### src/rtl/bp_pkg.sv
// Shared definitions for the gshare global branch predictor.
package bp_pkg;

    // Default history length; the PHT has 2^GHR_W_DEF two-bit counters.
    localparam int GHR_W_DEF = 8;

    // Two-bit saturating counter encodings.
    typedef enum logic [1:0] {
        SNT = 2'b00,
        WNT = 2'b01,
        WT  = 2'b10,
        ST  = 2'b11
    } ctr_e;

    // In-flight lookup record carried from fetch through decode to execute.
    // Sized by GHR_W_DEF; a different history length means changing both together.
    typedef struct packed {
        logic                 branch;
        logic [GHR_W_DEF-1:0] idx;
        logic                 pred;
        logic [GHR_W_DEF-1:0] ghr;
    } snap_t;

    // Saturating step of a two-bit counter toward the resolved direction.
    function automatic logic [1:0] ctr_next(input logic [1:0] ctr, input logic taken);
        logic [1:0] nxt;
        nxt = ctr;
        if (taken && (ctr != ST))
            nxt = ctr + 2'd1;
        else if (!taken && (ctr != SNT))
            nxt = ctr - 2'd1;
        return nxt;
    endfunction

endpackage

### src/rtl/gshare_pht.sv
// Pattern history table: 2^IDX_W two-bit counters, async read, sync saturating update.
module gshare_pht
    import bp_pkg::*;
#(
    parameter int IDX_W = GHR_W_DEF
) (
    input  logic             clk,
    input  logic             rst,
    input  logic [IDX_W-1:0] rd_idx,
    output logic [1:0]       rd_ctr,
    input  logic             upd_en,
    input  logic [IDX_W-1:0] upd_idx,
    input  logic             upd_taken
);

    localparam int N = 1 << IDX_W;

    logic [1:0] cnt_q [N];
    logic [1:0] cnt_d;

    // Lookup sees the stored value only; a same-cycle write is not bypassed.
    always_comb begin
        rd_ctr = cnt_q[rd_idx];
        cnt_d  = ctr_next(cnt_q[upd_idx], upd_taken);
    end

    // Every counter starts weakly not-taken; one entry trains per resolved branch.
    always_ff @(posedge clk or posedge rst) begin
        if (rst) begin
            for (int i = 0; i < N; i++)
                cnt_q[i] <= WNT;
        end else if (upd_en) begin
            cnt_q[upd_idx] <= cnt_d;
        end
    end

endmodule

### src/rtl/global_branch_pred.sv
// Gshare predictor beside fetch: speculative GHR, F->D and D->E lookup snapshots,
// execute-stage training, mispredict recovery and statistics.
module global_branch_pred
    import bp_pkg::*;
#(
    parameter int GHR_W = GHR_W_DEF
) (
    input  logic        clk,
    input  logic        rst,
    input  logic [31:0] pcF,
    input  logic        stallD,
    input  logic        flushD,
    input  logic        flushE,
    input  logic        branchD,
    input  logic        actual_takenE,
    output logic        pred_takenF,
    output logic        pred_takenD,
    output logic        mispredictE,
    output logic [31:0] branch_cnt,
    output logic [31:0] mispred_cnt
);

    logic [GHR_W-1:0] ghr_spec_q, ghr_spec_d;
    snap_t            fd_q, fd_d;
    snap_t            de_q, de_d;
    logic [31:0]      branch_cnt_q, branch_cnt_d;
    logic [31:0]      mispred_cnt_q, mispred_cnt_d;

    logic [GHR_W-1:0] idx_f;
    logic [1:0]       ctr_f;
    logic             unused_bits;

    assign idx_f       = pcF[GHR_W+1:2] ^ ghr_spec_q;
    assign pred_takenF = ctr_f[1];
    assign pred_takenD = fd_q.pred;
    assign mispredictE = de_q.branch && (de_q.pred != actual_takenE);
    assign branch_cnt  = branch_cnt_q;
    assign mispred_cnt = mispred_cnt_q;
    assign unused_bits = ^{pcF[31:GHR_W+2], pcF[1:0], ctr_f[0], fd_q.branch};

    gshare_pht #(.IDX_W(GHR_W)) u_pht (
        .clk       (clk),
        .rst       (rst),
        .rd_idx    (idx_f),
        .rd_ctr    (ctr_f),
        .upd_en    (de_q.branch),
        .upd_idx   (de_q.idx),
        .upd_taken (actual_takenE)
    );

    // F->D snapshot: flush clears it, stall holds it, otherwise capture the lookup.
    always_comb begin
        fd_d = fd_q;
        if (flushD) begin
            fd_d = '0;
        end else if (!stallD) begin
            fd_d.branch = 1'b0;
            fd_d.idx    = idx_f;
            fd_d.pred   = pred_takenF;
            fd_d.ghr    = ghr_spec_q;
        end
    end

    // D->E snapshot: a stalled or flushed decode sends a bubble into execute.
    always_comb begin
        de_d        = fd_q;
        de_d.branch = branchD;
        if (flushE || stallD)
            de_d = '0;
    end

    // History update (recovery beats speculation) and statistics.
    always_comb begin
        ghr_spec_d    = ghr_spec_q;
        branch_cnt_d  = branch_cnt_q;
        mispred_cnt_d = mispred_cnt_q;
        if (mispredictE)
            ghr_spec_d = {de_q.ghr[GHR_W-2:0], actual_takenE};
        else if (branchD && !stallD && !flushE)
            ghr_spec_d = {ghr_spec_q[GHR_W-2:0], pred_takenD};
        if (de_q.branch)
            branch_cnt_d = branch_cnt_q + 32'd1;
        if (mispredictE)
            mispred_cnt_d = mispred_cnt_q + 32'd1;
    end

    // All predictor state; reset discards every in-flight snapshot.
    always_ff @(posedge clk or posedge rst) begin
        if (rst) begin
            ghr_spec_q    <= '0;
            fd_q          <= '0;
            de_q          <= '0;
            branch_cnt_q  <= '0;
            mispred_cnt_q <= '0;
        end else begin
            ghr_spec_q    <= ghr_spec_d;
            fd_q          <= fd_d;
            de_q          <= de_d;
            branch_cnt_q  <= branch_cnt_d;
            mispred_cnt_q <= mispred_cnt_d;
        end
    end

endmodule

### config.mk
export PLATFORM = sky130hd
export DESIGN_NAME = global_branch_pred
export DESIGN_NICKNAME = d
export VERILOG_FILES = /design/src/rtl/bp_pkg.sv /design/src/rtl/gshare_pht.sv /design/src/rtl/global_branch_pred.sv
export SDC_FILE = /design/constraint.sdc
export NUM_CORES = 2
export LEC_CHECK = 0
export BUFFER_PORTS_ARGS = -buffer_cell sky130_fd_sc_hd__buf_4
export CORE_AREA = 2 2 245 247
export CTS_CLUSTER_SIZE = 28
export DETAILED_ROUTE_END_ITERATION = 10
export DIE_AREA = 0 0 247 249
export PLACE_DENSITY = 0.74
export SLEW_MARGIN = 40
export SYNTH_ARGS = -nofsm -noshare
export SYNTH_HDL_FRONTEND = slang
export SYNTH_HIERARCHICAL = 1
export SYNTH_SLANG_ARGS = --single-unit
### constraint.sdc
create_clock -name clk -period 35.6 [get_ports clk]
set_input_delay 7.12 -clock clk [delete_from_list [all_inputs] [get_ports clk]]
set_output_delay 7.12 -clock clk [all_outputs]
set_load 0.02 [all_outputs]
==> metrics.md <==
| Metric | Value |
|---|---|
| Run status | `finished clean` |
| DR vias | `22.3k` |
| Ys Warns | `6` |
| CTS resizes | `0` |
| Hold_buf cts | `0` |
| Share of cells above drive strength 1 | `27.0%` |
| Largest net degree at the start of global routing | `136` |
| Power Dens Cells | `52.3 nW/um^2` |
| Final min period | `18150 ps` |
| Reg2reg path depth | `14` |
| Congestion Overflow GR | `0` |
| Met3 wire len | `7670 um` |
| CP startpoint kind | `primary input` |
| Clk slew on worst S/H paths | `60 ps` |
| CTS tree | `done` |
| Leak Pwr | `14.3 nW` |
| GR Util All Layers | `26.7%` |
| Final setup fails | `0` |
| Initial DRC Count | `2199` |
| Clk Latency, worst-skew pair | `610 ps` |
| Maxcap violations | `0` |
| Number of global-route vias before repair | `22.7k` |
| Fin. max-slew vios | `0` |
| Rel. slew slack | `42.2%` |
| Die height | `249 um` |
| Skew final | `20.3 ps` |
| Core box area | `58700 sq um` |
| Placed Cells | `3483` |
| Worst setup EP type | `primary output` |
| IO Port Bufs | `81` |
| Mean Syn Cell Area | `10.9 sq um` |
| Drc violations | `0` |
| Cells after synthesis | `2766` |
| Syn_nets | `2809` |
| Vias per cell | `6.18` |
| Setup slack, reg-to-reg | `28970 ps` |
| Bufs on Longest Clock Path | `3` |
| Initial Util | `51.5%` |
| Root Driver | `clkbuf_16` |
| First-pass GRT wire length | `128000 um` |
| Kind of critical path | `in -> out` |
| DRT antenna net count | `0` |
| Post-detail-place hpwl | `50300 um` |
| Clock sink count | `617` |
| Crit path DAT | `11030 ps` |
| Fill count | `4555` |
| Post-CTS Setup Repair Bufs | `0` |
| Actual slew at the worst max-slew pin | `867 ps` |
| Hold_sp | `de_q[5]` |
| Initial antenna violation count | `2` |
| Detailed-router iteration count before antenna repair | `6` |
| Critical R2R Capture | `u_pht/cnt_q[59]` |
| Die ar. | `61500 sq um` |
| Area grow syn2layout | `11.8%` |
| Routed wire length | `80200 um` |
| Drt wl/cell | `22.2 um` |
| Top Metal Used | `met5` |
| Met1 wire length | `31200 um` |
| Fin. Hold Viols | `0` |
| Required @ worst endpoint | `28480 ps` |
| Chip width | `247 um` |
| Hold Crit Endpoint | `ghr_spec_q[6]` |
| Fmax | `55.1 MHz` |
| RePlAce Congestion | `0.850` |
| Crit path max fanout | `26` |
| Worst Hold Class | `reg -> reg` |
| # H-tree levels | `3` |
| RSZ-0062 raised after global routing | `false` |
| Hold path depth | `2` |
| Final nets | `2822` |
| Max VDD drop | `0.0723 mV` |
| Period utilization | `51.0%` |
| Row count | `89` |
| Setup TNS | `0 ps` |
| Metal2 WL | `37600 um` |
| Mapped Area | `30200 sq um` |
| Top Ports | `106` |
| Non-filler instance count after layout | `3606` |
| R2R Path Start | `de_q[10]` |
| Cts bufs inserted | `67` |
==> per-stage QoR <==
step | setup slack, ps | util [%] | area [sq um] | power [W] | hold WS (ps)
2_1_floorplan | 14600 | - | 30200 | 0.000995 | 426
3_3_place_gp | 17310 | 53.5 | 31400 | 0.00105 | 432
3_5_place_dp | 17440 | 53.8 | 31600 | 0.00108 | 443
4_1_cts | 17440 | 57.5 | 33800 | 0.00177 | 458
5_1_grt | 17300 | 57.6 | 33800 | 0.00184 | 476
6_report | 17450 | 57.6 | 33800 | 0.00177 | 460
==> power breakdown <==
| part | switching [W] | total (W) | internal (W) | leakage, nW |
|---|---|---|---|---|
| Sequential | 0.0000176 | 0.000738 | 0.000720 | 6.37 |
| Combinational | 0.000253 | 0.000334 | 0.0000807 | 6.87 |
| Clock | 0.000281 | 0.000696 | 0.000415 | 1.08 |
| Total | 0.000552 | 0.00177 | 0.00122 | 14.3 |
==> layer usage <==
layer	global-route usage (%)	vias to the layer above
li1	-	9794
met1	36.1	11100
met5	0	-
met2	41.5	1097
met3	5.61	248
met4	12.3	2
==> state kept, by name, indices dropped and copies added, names as in the netlist <==
register,flops
de_q,17
mispred_cnt,32
fd_q,15
branch_cnt,32
pred_takenD,1
u_pht/cnt_q,512
ghr_spec_q,8
==> cells in the final DEF (no fill, tap or decap), drive strengths merged, types with 4 or more instances in the layout <==
cell type,instances
mux4,221
nor2b,15
a21oi,4
o21ai,525
a221oi,11
nand4,19
xnor2,47
dfstp,256
nor3,25
xor2,26
mux2,12
nand3,49
nand2b,9
a22o,5
and4,5
buf,133
ha,4
dfrtp,361
mux2i,39
nand2,790
a22oi,6
and3,15
clkbuf,108
clkinv,10
nor2,68
and2,23
inv,11
==> layout make-up <==
| type | count | area [sq um] | area share [%] |
|---|---|---|---|
| well taps | 773 | 967 | 2.86 |
| multi-input cells | 1949 | 13700 | 40.5 |
| inverters | 10 | 52.6 | 0.156 |
| repair buffers | 134 | 1120 | 3.30 |
| flip-flops and latches | 617 | 15800 | 46.7 |
| clock buffers | 107 | 2040 | 6.05 |
| clock inverters | 15 | 156 | 0.463 |
| diodes | 1 | 2.50 | 0.00741 |
==> worst max path at each step <==
| stage | depth (start not counted) | end | start |
|---|---|---|---|
| floorplan | 1 | u_pht/cnt_q[101] | rst |
| global placement | 9 | pred_takenF | pcF[2] |
| detailed placement | 10 | pred_takenF | pcF[2] |
| CTS | 10 | pred_takenF | pcF[2] |
| global route | 10 | pred_takenF | pcF[2] |
| finish | 10 | pred_takenF | pcF[2] |
==> critical path: stages <==
cell	delay, ps
buf_4	130
xor2_4	120
buf_4	500
buf_4	560
buf_12	270
mux4_2	550
mux4_2	540
mux4_2	480
mux4_2	510
buf_4	190
Power figures use the tool's default switching activity.
